`src/rtl/matrix_result_reader_pcpi.sv`:
```
// matrix_result_reader_pcpi
// Latches one 3x3 result from the matrix stage, scans it for the index of
// the largest signed sum (one element per cycle), and exposes the sums,
// a status word and the argmax/popcount through a PCPI co-processor port.
module matrix_result_reader_pcpi #(
  parameter logic [6:0] OPCODE = 7'b0001011
) (
  input  logic         clk,
  input  logic         rst,
  input  logic         res_valid,
  input  logic [8:0]   res_bits,
  input  logic [287:0] res_sums,
  input  logic         pcpi_valid,
  input  logic [31:0]  pcpi_insn,
  output logic         pcpi_wr,
  output logic [31:0]  pcpi_rd,
  output logic         pcpi_wait,
  output logic         pcpi_ready,
  output logic         res_busy
);

  typedef enum logic [1:0] {
    IDLE = 2'd0,
    SCAN = 2'd1,
    DONE = 2'd2
  } state_t;

  localparam logic [2:0] F_SUM    = 3'b001;
  localparam logic [2:0] F_STATUS = 3'b010;
  localparam logic [2:0] F_ARGMAX = 3'b011;
  localparam logic [2:0] F_CLEAR  = 3'b100;

  state_t state;
  state_t state_next;

  logic [8:0]         bits_buf;
  logic signed [31:0] sums_buf [9];
  logic [3:0]         idx;
  logic signed [31:0] max_val;
  logic [3:0]         max_idx;
  logic               result_valid;
  logic               overrun;
  logic               pending;

  logic [2:0]         funct3;
  logic [4:0]         addr;
  logic               accept;
  logic               clear_acc;
  logic               capture;
  logic               overrun_hit;
  logic               scan_last;

  logic signed [31:0] cur_sum;
  logic               take_cur;
  logic signed [31:0] max_next;
  logic [3:0]         max_idx_next;

  logic [3:0]         popcount;
  logic [31:0]        status_word;
  logic [31:0]        argmax_word;
  logic [31:0]        argmax_final;
  logic [31:0]        sum_word;

  logic               unused_insn;

  assign unused_insn = ^pcpi_insn[31:15];
  assign res_busy    = (state == SCAN);

  // Instruction decode and the per-cycle events that steer the FSM and buffers.
  // A response in flight (pending wait or the ready pulse itself) blocks a new
  // acceptance, so a held pcpi_valid during the ready cycle is not re-issued.
  always_comb begin
    funct3      = pcpi_insn[14:12];
    addr        = pcpi_insn[11:7];
    accept      = 1'b0;
    if (pcpi_valid && (pcpi_insn[6:0] == OPCODE) && !pending && !pcpi_ready) begin
      accept = (funct3 == F_SUM) || (funct3 == F_STATUS) ||
               (funct3 == F_ARGMAX) || (funct3 == F_CLEAR);
    end
    clear_acc   = accept && (funct3 == F_CLEAR);
    capture     = res_valid && (state != SCAN) && !clear_acc;
    overrun_hit = res_valid && (state == SCAN) && !clear_acc;
    scan_last   = (state == SCAN) && (idx == 4'd8);
  end

  // Running-maximum comparator; the first element always seeds the maximum and
  // a strict greater-than keeps the lower index on ties.
  always_comb begin
    cur_sum      = sums_buf[idx];
    take_cur     = (idx == 4'd0) || (cur_sum > max_val);
    max_next     = take_cur ? cur_sum : max_val;
    max_idx_next = take_cur ? idx : max_idx;
  end

  // Read-data words: popcount of the latched bits, status, argmax and sum lookup.
  always_comb begin
    popcount = 4'd0;
    for (int k = 0; k < 9; k++) begin
      popcount = popcount + {3'd0, bits_buf[k]};
    end
    status_word  = {20'd0, (state == SCAN), overrun, result_valid, bits_buf};
    argmax_word  = {24'd0, popcount, max_idx};
    argmax_final = {24'd0, popcount, max_idx_next};
    sum_word     = 32'd0;
    if (addr < 5'd9) begin
      sum_word = sums_buf[addr[3:0]];
    end
  end

  // FSM state register.
  always_ff @(posedge clk) begin
    if (rst) begin
      state <= IDLE;
    end else begin
      state <= state_next;
    end
  end

  // FSM next-state: a clear always returns to IDLE, a capture starts a scan,
  // and the scan ends after the ninth element.
  always_comb begin
    state_next = state;
    if (clear_acc) begin
      state_next = IDLE;
    end else begin
      case (state)
        IDLE:    if (capture) state_next = SCAN;
        DONE:    if (capture) state_next = SCAN;
        SCAN:    if (idx == 4'd8) state_next = DONE;
        default: state_next = IDLE;
      endcase
    end
  end

  // Result buffers, scan index, running maximum and the valid/overrun flags.
  always_ff @(posedge clk) begin
    if (rst || clear_acc) begin
      bits_buf     <= 9'd0;
      for (int k = 0; k < 9; k++) begin
        sums_buf[k] <= 32'sd0;
      end
      idx          <= 4'd0;
      max_val      <= 32'sd0;
      max_idx      <= 4'd0;
      result_valid <= 1'b0;
      overrun      <= 1'b0;
    end else begin
      if (capture) begin
        bits_buf     <= res_bits;
        for (int k = 0; k < 9; k++) begin
          sums_buf[k] <= res_sums[32*k +: 32];
        end
        idx          <= 4'd0;
        result_valid <= 1'b0;
      end
      if (overrun_hit) begin
        overrun <= 1'b1;
      end
      if (state == SCAN) begin
        max_val <= max_next;
        max_idx <= max_idx_next;
        idx     <= idx + 4'd1;
        if (scan_last) begin
          result_valid <= 1'b1;
        end
      end
    end
  end

  // PCPI response: registered one-cycle ready pulse, or a held wait for an
  // argmax request that arrives mid-scan, released on the scan's final edge.
  always_ff @(posedge clk) begin
    if (rst) begin
      pcpi_ready <= 1'b0;
      pcpi_wr    <= 1'b0;
      pcpi_rd    <= 32'd0;
      pcpi_wait  <= 1'b0;
      pending    <= 1'b0;
    end else begin
      pcpi_ready <= 1'b0;
      pcpi_wr    <= 1'b0;
      pcpi_rd    <= 32'd0;
      if (pending) begin
        if (scan_last) begin
          pending    <= 1'b0;
          pcpi_wait  <= 1'b0;
          pcpi_ready <= 1'b1;
          pcpi_wr    <= 1'b1;
          pcpi_rd    <= argmax_final;
        end
      end else if (accept) begin
        case (funct3)
          F_SUM: begin
            pcpi_ready <= 1'b1;
            pcpi_wr    <= 1'b1;
            pcpi_rd    <= sum_word;
          end
          F_STATUS: begin
            pcpi_ready <= 1'b1;
            pcpi_wr    <= 1'b1;
            pcpi_rd    <= status_word;
          end
          F_ARGMAX: begin
            if ((state == SCAN) && !scan_last) begin
              pending   <= 1'b1;
              pcpi_wait <= 1'b1;
            end else begin
              pcpi_ready <= 1'b1;
              pcpi_wr    <= 1'b1;
              pcpi_rd    <= scan_last ? argmax_final : argmax_word;
            end
          end
          F_CLEAR: begin
            pcpi_ready <= 1'b1;
          end
          default: begin
          end
        endcase
      end
    end
  end

endmodule

```
`config.mk`:
```
export PLATFORM = sky130hd
export DESIGN_NAME = matrix_result_reader_pcpi
export DESIGN_NICKNAME = d
export VERILOG_FILES = /design/src/rtl/matrix_result_reader_pcpi.sv
export SDC_FILE = /design/constraint.sdc
export NUM_CORES = 1
export LEC_CHECK = 0
export ABC_AREA = 1
export CORE_MARGIN = 2
export CORE_UTILIZATION = 40
export DETAILED_ROUTE_END_ITERATION = 8
export GPL_TIMING_DRIVEN = 0
export PLACE_DENSITY = 0.75
export SLEW_MARGIN = 20
export SYNTH_ARGS = -nofsm -noshare
export SYNTH_HDL_FRONTEND = slang
export SYNTH_SLANG_ARGS = --single-unit
```
`constraint.sdc`:
```
create_clock -name clk -period 18.2 [get_ports clk]
set_clock_uncertainty 0.15 [all_clocks]
set_input_delay 5.46 -clock clk [delete_from_list [all_inputs] [get_ports clk]]
set_output_delay 5.46 -clock clk [all_outputs]
set_load 0.01 [all_outputs]
```
; ---- After elaboration in Yosys (flattened, before gate mapping)
; Memories as Yosys holds them, arrays and structs flattened. A register that Yosys moved wholly into a read port is not among the register bits.
; Cells that the tools add are included.
[word_totals]
ram_bits = 288
wordCells = 128
latch_bits = 0
input_bits = 333
output_inout_bits = 36
romBits = 0
memories = 1
register_bits = 89
[mem_list]
columns = memory, depth, word_bits, read_ports, rd_clocked_by_memory_dff, write_ports, line
row1 = sums_buf, 9, 32, 2, 1, 9, 37  ; logic signed [31:0] sums_buf [9];
[op_classes]
mul = 0
eq_ne = 12
bitwise_logic = 9
order_cmp = 2
n_shift = 0
add_sub_neg = 9
n_reduce_logical = 32
mux = 51
div_mod_pow = 0
[op_table]
columns = op, n
row1 = $mux W32, 12
row2 = $pmux W32 S3, 1
row3 = $gt A32 B32 Y1, 1
row4 = $mux W1, 25
row5 = $mux W4, 6
row6 = $add A4 B1 Y4, 5
row7 = $mux W8, 2
row8 = $logic_and A1 B1 Y1, 10
row9 = $or A1 B1 Y1, 9
row10 = $ne A2 B1 Y1 const B, 4
row11 = $reduce_bool A2 Y1, 4
row12 = $eq A7 B4 Y1 const B, 1
row13 = $eq A3 B2 Y1 const B, 2
row14 = $reduce_or A2 Y1, 3
row15 = $logic_or A1 B1 Y1, 5
row16 = $lt A5 B4 Y1 const B, 1
row17 = $add A3 B1 Y4, 1
row18 = $add A4 B1 Y4 const B, 1
row19 = $eq A4 B4 Y1 const B, 1
row20 = $logic_not A1 Y1, 4
row21 = $logic_not A4 Y1, 1
row22 = $mux W2, 2
row23 = $pmux W1 S2, 2
row24 = $pmux W2 S2, 1
row25 = other kinds (10), 11

; ---- Depth between registers and ports, before layout
; Gate-level depths: netlist of run 1.
[depth]
ltp_word = 12
mapped_depth = 29
ltp_nobuf = 26

; ---- Least setup slack after synthesis of run 1
; No wires, ideal clock.
[synth_timing]
kind = input to register
from = in pcpi_insn[4]
to = mem sums_buf[0][0], enable pin
slack_ns = 7.990
t_arrival_ns = 9.535
required_time_ns = 17.525
stages = 6
n_path_buf = 1
setup_ns = 0.525
cell_sequence = nor4_1 > nand4_1 > nor2_1 > nor2_1 > nand2_1 > buf_2
[synth_rtl]
columns = element, line
row1 = "start, declared", 14  ; input logic [31:0] pcpi_insn,
row2 = "end, declared", 37

; ---- Worst setup path in the final report of run 1
[layout_timing]
from = in pcpi_insn[8]
to = reg pcpi_rd[15]
[layout_between]
elab_chain_len = 5
elab_cells_between_ends = 6
cone_classes = order compare: 1 / mux: 4 / memory: 1
[layout_lines]
columns = element, line
row1 = $lt A5 B4 Y1 or $mem_v2 Z9 W32 (tied branches), n/a
row2 = $mux W32 (*), 105  ; if (addr < 5'd9) begin
row3 = $pmux W32 S3 (*), 192  ; case (funct3)
row4 = $mux W32 (*), 191  ; end else if (accept) begin
row5 = $mux W32 (*), 183  ; if (pending) begin
row6 = "end signal, assigned", 189  ; pcpi_rd <= argmax_final;
row7 = "end signal, assigned", 196  ; pcpi_rd <= sum_word;
row8 = "end signal, assigned", 201  ; pcpi_rd <= status_word;
row9 = "end, declared", 16  ; output logic [31:0] pcpi_rd,
; Every way passes the cells marked *; elsewhere a longest branch is shown, timed or not.
; A chain may end at the register's enable or synchronous reset.

==> run metrics, run 1 <==
status=finished, final reports clean; post-CTS setup buffer count=0; Yosys Warn Count=0; Total Negative Setup Slacks=0 ps; Primary FF master, synth=edfxtp_1; maximum clock frequency=121 MHz; clock sinks=between 300 and 400; CP arrival=8590 ps; min-delay src=overrun; setup violators final=0; fin util=0.519; vias in the first global route=18835; top cell type's share of synthesized area=0.431; Synth Register Bits=381; Fin. Hold Viols=0; post-synthesis mux area share=0; slowest stage delay, CP=630 ps; crit end category=register; Flop pwr share=0.442; DRC=0; worst vdd ir=0.0563 mV; worst path cell trace=clkdlybuf4s50_1, inv_1, clkbuf_1, clkbuf_1, o21ai_0, o22ai_1, a21oi_1, a211oi_1; most used cell along the critical path=clkbuf_1; Die X-Extent=228 um; Max Cap Viol=0; Post-DP HPWL=62400 um; largest family of logic cells by synthesized area=compound AO/OA/AOI/OAI gates; Total GRT Usage=0.305; cell count after synthesis=2407; sequential-to-total area share from yosys stat=0.524; Starting DRT DRC Count=2305; total die area=~52000 um^2; CTS resizes=0; combinational power share=0.194; CP required=18490 ps; clk buf depth=3; Clk network pwr share=0.364; DRT Wirelength=81600 um; first-pass GRT wire length=118000 um; cell area after synthesis=20100 um^2; Worst-path clk slew=roughly 60 ps; critical path launch point type=input port; max-slew violations=0; switching share of power=0.291; R2R depth=21; CP max-delay cell=clkdlybuf4s50_1; Port Buffers=349; syn_area_per_cell=8.34 um^2; DP Area=24500 um^2; # IOs=approximately 370; crit path max fanout=10; Hold Path Sink=overrun; Core Footprint=49900 um^2; Final Cell Area=25900 um^2; Synth Area in Adders=0.0274; Net Sw Power=700 uW; crit path time final=8290 ps; final worst path period share=0.456; post-route antenna net violation count=0; Vias/cell=5.52; Slew @ Worst Pin=about 1000 ps; Avg WL per Cell=23.3 um; Final Wtd Congestion=between 0.9 and 1; H-Tree Depth=2; antenna cells=0; leading post-synthesis cells by cell area=edfxtp_1 (43%), nor2_1 (9.4%), dfxtp_1 (9.3%); top cells by instance count after synthesis=nor2_1 (503), inv_1 (421), edfxtp_1 (288), o21ai_0 (274), nand2_1 (203); Simple-Gate Fraction of Synth Area=0.167; CTS Hold Bufs=0; count leader, synth=nor2_1; Synth area leader=edfxtp_1; synthesized net count=between 2000 and 3000; drt pass-1 iters=7; RSZ-0062 raised after global routing=no; asr flop ratio synth=0; Cell Rows=a little over 80; antenna violations before repair=1; number of distinct library cells after synthesis=45; Root Buffer=clkbuf_16; share of cells above drive strength 1=0.0508; Worst R2R Setup Slack=between 10000 and 15000 ps; die span in y=228 um; hold path depth=2; Clock Latency Late Sink=~580 ps; placed cells=3431; WP buf/inv=4; Slew Limit Headroom=0.333; internal power=1700 uW; WS Path Type=input port to register; type of the most critical hold path=register to register; final net count=3176; EDFF count, synth=288; gr ovfl total=0; PwrDens=between 90 and 100 nW/um^2; Layout Cells excl Fill=3504; Lkg Pwr=0.0110 uW; via count=about 19000; largest net degree at the start of global routing=roughly 110; CP delay by family, top=buffers and inverters; CTS tree=done; starting density of the core=0.402; cts bufs inserted=41; FF-to-FF End=pcpi_rd[1]; xor-xnor portion of the synthesized cell area=0.000436; synthesis-to-layout area growth=28.9%; Compound-Gate Fraction of Synth Area=0.169
layout make-up:
| class | instances | area (um^2) |
|---|---|---|
| Clock buffer | 52 | 1110 |
| Clock inverter | 21 | 259 |
| Timing Repair Buffer | 352 | 3580 |
| Multi-Input combinational cell | 1447 | 7300 |
| Fill cell | 4632 | 24000 |
| Sequential cell | 381 | 10500 |
| Buffer | 154 | 673 |
| Inverter | 425 | 1600 |
| Tap cell | 672 | 841 |
worst reg2reg max path, stage by stage, from the launching register on:
cell	delay [ps]
dfxtp_1	490
buf_2	270
clkbuf_1	640
o21ai_0	210
o221ai_1	510
nand3_1	220
o21ai_0	150
ha_1	290
nand2_1	80
a21oi_1	60
nor2_1	90
nand2_1	80
a21oi_1	210
nand4_1	170
nand3_4	160
nand2_4	90
o21ai_1	230
o21ai_1	100
nand2_1	60
nand2_1	50
nand2_1	50
nand2_1	50
worst max path at each step:
stage / startpoint / end / slack, ps / depth (start not counted)
6_report: pcpi_insn[8] / pcpi_rd[15] / 9910 / 8
5_1_grt: pcpi_valid / sums_buf[0][15] / 9930 / 10
4_1_cts: pcpi_valid / sums_buf[0][15] / 10090 / 10
3_5_place_dp: pcpi_valid / sums_buf[0][15] / 9490 / 10
3_3_place_gp: pcpi_valid / register / 5510 / 9
2_1_floorplan: pcpi_insn[4] / sums_buf[0][0] / 7990 / 6
flip-flops by register name, indices dropped and copies added, names as in the netlist, named ones only:
name,flops
bits_buf,9
idx,4
max_idx,4
max_val,32
overrun,1
pcpi_rd,32
pcpi_ready,1
pcpi_wait,1
pcpi_wr,1
pending,1
result_valid,1
state,2
sums_buf,288
power by group through the flow:
stage / Clock, uW / Sequential (uW) / Combinational (uW)
after global placement: 0 / 1090 / 435
after detailed placement: 0 / 1080 / 449
after floorplan: 0 / 1060 / 244
after CTS: 879 / 1060 / 451
final: 875 / 1060 / 465
after global routing: 913 / 1070 / 501
through the flow:
step / setup slack, ps / hold WS, ps / power (uW)
CTS: 10090 / 305 / 2390
floorplan: 7990 / 276 / 1310
finish: 9910 / 305 / 2400
global route: 9930 / 322 / 2480
global placement: 5510 / 286 / 1520
detailed placement: 9490 / 293 / 1530
placed cells by master (no fill, tap or decap), types with 5 or more instances in the layout:
cell type	Yosys	layout
a211oi_1	20	20
a21oi_1	109	109
a31oi_1	14	14
buf_1	12	12
buf_2	50	49
bufinv_16	0	6
clkbuf_1	89	97
clkbuf_16	0	42
clkdlybuf4s50_1	0	349
clkinv_2	0	8
dfxtp_1	93	93
edfxtp_1	288	288
fa_1	5	5
ha_1	36	36
inv_1	421	421
nand2_1	203	203
nand2_2	6	6
nand3_1	84	84
nand4_1	7	7
nor2_1	503	503
o211ai_1	37	37
o21ai_0	274	274
o21ai_1	16	16
o221ai_1	63	63
o22ai_1	29	29
cells by family after synthesis:
logic type	after synthesis
and+or+nand+nor	826
AOI/OAI and AO/OA	579
buffers and inverters	579
DFF	381
adders and majority gates	41
xor gates and xnor gates	1
metal layers:
layer,vias to the layer above,GRT usage,routed length [um]
met5,-,0,13
met4,2,0.139,3780
met3,217,0.0916,9810
met2,1257,0.460,35500
met1,9108,0.405,32500
li1,8761,-,-
Note: power is estimated with default switching activity, not from simulation.
==> inputs of run 2 (changes only) <==
--- a/config.mk
+++ b/config.mk
@@ -10,7 +10,7 @@
 export CORE_UTILIZATION = 40
 export DETAILED_ROUTE_END_ITERATION = 8
 export GPL_TIMING_DRIVEN = 0
-export PLACE_DENSITY = 0.75
+export PLACE_DENSITY = 0.77
 export SLEW_MARGIN = 20
 export SYNTH_ARGS = -nofsm -noshare
 export SYNTH_HDL_FRONTEND = slang
==> constraint.sdc (replaced) <==
create_clock -name clk -period 6.7 [get_ports clk]
set_clock_uncertainty 0.15 [all_clocks]
set_input_delay 2.01 -clock clk [delete_from_list [all_inputs] [get_ports clk]]
set_output_delay 2.01 -clock clk [all_outputs]
set_load 0.01 [all_outputs]
==> run 2 against run 1 <==
Effect of this change:
- non-clock buffer count did not move
- clock power grew to 2.7 times the previous value
- sequential share of layout area hardly changed
- count of clock-buffer cells in the layout rose by 3
- worst setup slack got worse by 8000 ps
- design area hardly changed
- core utilization barely moved
- via count fell by 1.1%
- hold slack gained 1.9 ps
- sequential cell count stayed put
- cell count is essentially flat
==> run metrics, run 2 (synthesis results as in run 1) <==
Core Footprint=49900 um^2 (unchanged); gr ovfl total=0 (unchanged); Slew @ Worst Pin=988 ps (was 1000 ps); most common cell after layout, fill and taps aside=nor2_1 (unchanged); antenna violations before repair=1 (unchanged); drt pass-1 iters=6 (was 7); Max Cap Viol=0 (unchanged); via count=19134 (was 19345); crit end category=register (unchanged); commonest cells after routing, fill and taps aside=nor2_1 (503), inv_1 (421), clkdlybuf4s50_1 (349), edfxtp_1 (288), o21ai_0 (274) (unchanged); DRC=0 (unchanged); die span in y=228 um (unchanged); final net count=3176 (unchanged); clk buf depth=3 (unchanged); Top reg by flops=sums_buf (unchanged); critical path launch point type=input port (unchanged); Die X-Extent=228 um (unchanged); post-route setup slack=1900 ps (was 9910 ps); # IOs=369 (unchanged); final worst path period share=0.717; WS Path Type=input port to register (unchanged); Port Buffers=349 (unchanged); largest net degree at the start of global routing=102 (was 111); Lkg Pwr=0.0110 uW (about the same); area occupied by multi-input gates=7300 um^2 (unchanged); Slew Limit Headroom=0.341 (was 0.333); Cell Rows=82 (unchanged); CP required=6970 ps (was 18490 ps); Root Buffer=clkbuf_16 (unchanged); Layout Cells excl Fill=3507 (was 3504); post-route antenna net violation count=0 (unchanged); worst vdd ir=0.166 mV (was 0.0563 mV); max-slew violations=0 (unchanged); starting density of the core=0.402 (unchanged); Fillers=4648 (was 4632); DRT Wirelength=77400 um (was 81600 um); Vias/cell=5.46 (was 5.52); worst path cell trace=clkdlybuf4s50_1, inv_1, clkbuf_1, clkbuf_1, o21ai_0, o22ai_1, a21oi_1, a211oi_1 (unchanged); vias in the first global route=18504 (was 18835); H-Tree Depth=2 (unchanged); most used cell along the critical path=clkbuf_1 (unchanged); CP max-delay cell=clkdlybuf4s50_1 (unchanged); maximum clock frequency=roughly 210 MHz; Final Wtd Congestion=0.982 (was 0.997); antenna cells=0 (unchanged); Clock Latency Late Sink=580 ps (about the same); crit path max fanout=10 (unchanged); type of the most critical hold path=register to register (unchanged); setup violators final=0 (unchanged); CTS resizes=0 (unchanged); share of cells above drive strength 1=0.0508 (about the same); Fin Hold WS=307 ps (was 305 ps); CTS Hold Bufs=0 (unchanged); placed cells=3431 (unchanged); cts bufs inserted=41 (unchanged); Post-DP HPWL=58900 um (was 62400 um); Avg WL per Cell=22.1 um (was 23.3 um); Fin. Hold Viols=0 (unchanged); synthesis-to-layout area growth=28.8% (was 28.9%); Starting DRT DRC Count=2986 (was 2305); Top Registers=sums_buf x288, max_val x32, pcpi_rd x32 (unchanged); slowest stage delay, CP=610 ps (was 630 ps); Total GRT Usage=0.290 (was 0.305); CP arrival=5070 ps (was 8590 ps); clock sinks=381 (unchanged); FF+latch area=10500 um^2 (unchanged); total die area=52000 um^2 (unchanged); CTS tree=done (unchanged); DP Worst Slack=1500 ps (was 9490 ps); status=finished, final reports clean (unchanged); RSZ-0062 raised after global routing=no (unchanged); post-CTS setup buffer count=0 (unchanged); PwrDens=250 nW/um^2 (was 92.9 nW/um^2); max reg flops=288 (unchanged); Worst-path clk slew=60 ps (about the same); first-pass GRT wire length=113000 um (was 118000 um); crit path time final=4800 ps
## run 2: cell types whose count changed in the layout (fill, tap and decap cells not counted)
cell,change
bufinv_16,-3
clkinv_2,-3
clkbuf_16,+2
clkinv_1,+2
clkinv_4,+2
clkbuf_1,+1
inv_4,+1
inv_6,+1
## run 2: per-layer routing
| metal | vias to the layer above | wire length [um] | global-route usage |
|---|---|---|---|
| met1 | 8830 | 29200 | 0.375 |
| met4 | 0 | 3880 | 0.130 |
| met2 | 1309 | 34000 | 0.452 |
| met3 | 232 | 10300 | 0.0821 |
| met5 | - | 0 | 0 |
| li1 | 8763 | - | - |
## run 2: critical path: cells and delay by family
kind                   cells  cell delay, ps
buffers and inverters      4            1830
AOI/OAI and AO/OA          4            1220
## run 2: final timing paths
path           startpoint          end  slack [ps]  depth (start not counted)
max          pcpi_insn[8]  pcpi_rd[24]        1900                          8
min               overrun      overrun         310                          2
max reg2reg      register   max_val[7]        2350                         20
min reg2reg       overrun      overrun         310                          2
## run 2: power breakdown
part           leakage, uW  switching (uW)  internal [uW]  total (uW)
clock             0.000660            1010           1340        2350
sequential         0.00389             119           2770        2890
combinational      0.00642             774            453        1230
## run 2: layout make-up
class / instances / area share
Sequential cell: 381 / 0.407
Tap cell: 672 / 0.0325
Inverter: 425 / 0.0617
Buffer: 154 / 0.0260
Timing Repair Buffer: 352 / 0.138
Clock buffer: 55 / 0.0450
Clock inverter: 21 / 0.00750
Multi-Input combinational cell: 1447 / 0.282
## run 2: per-stage QoR
| stage | utilization | power (uW) | cell area [um^2] | setup TNS (ps) |
|---|---|---|---|---|
| final | 0.518 | 6460 | 25900 | 0 |
| after global routing | 0.518 | 6660 | 25900 | 0 |
| after CTS | 0.518 | 6420 | 25900 | 0 |
| after detailed placement | 0.491 | 4110 | 24500 | 0 |
| after global placement | 0.489 | 4090 | 24400 | -22550 |
| after floorplan | - | 3540 | 20100 | 0 |
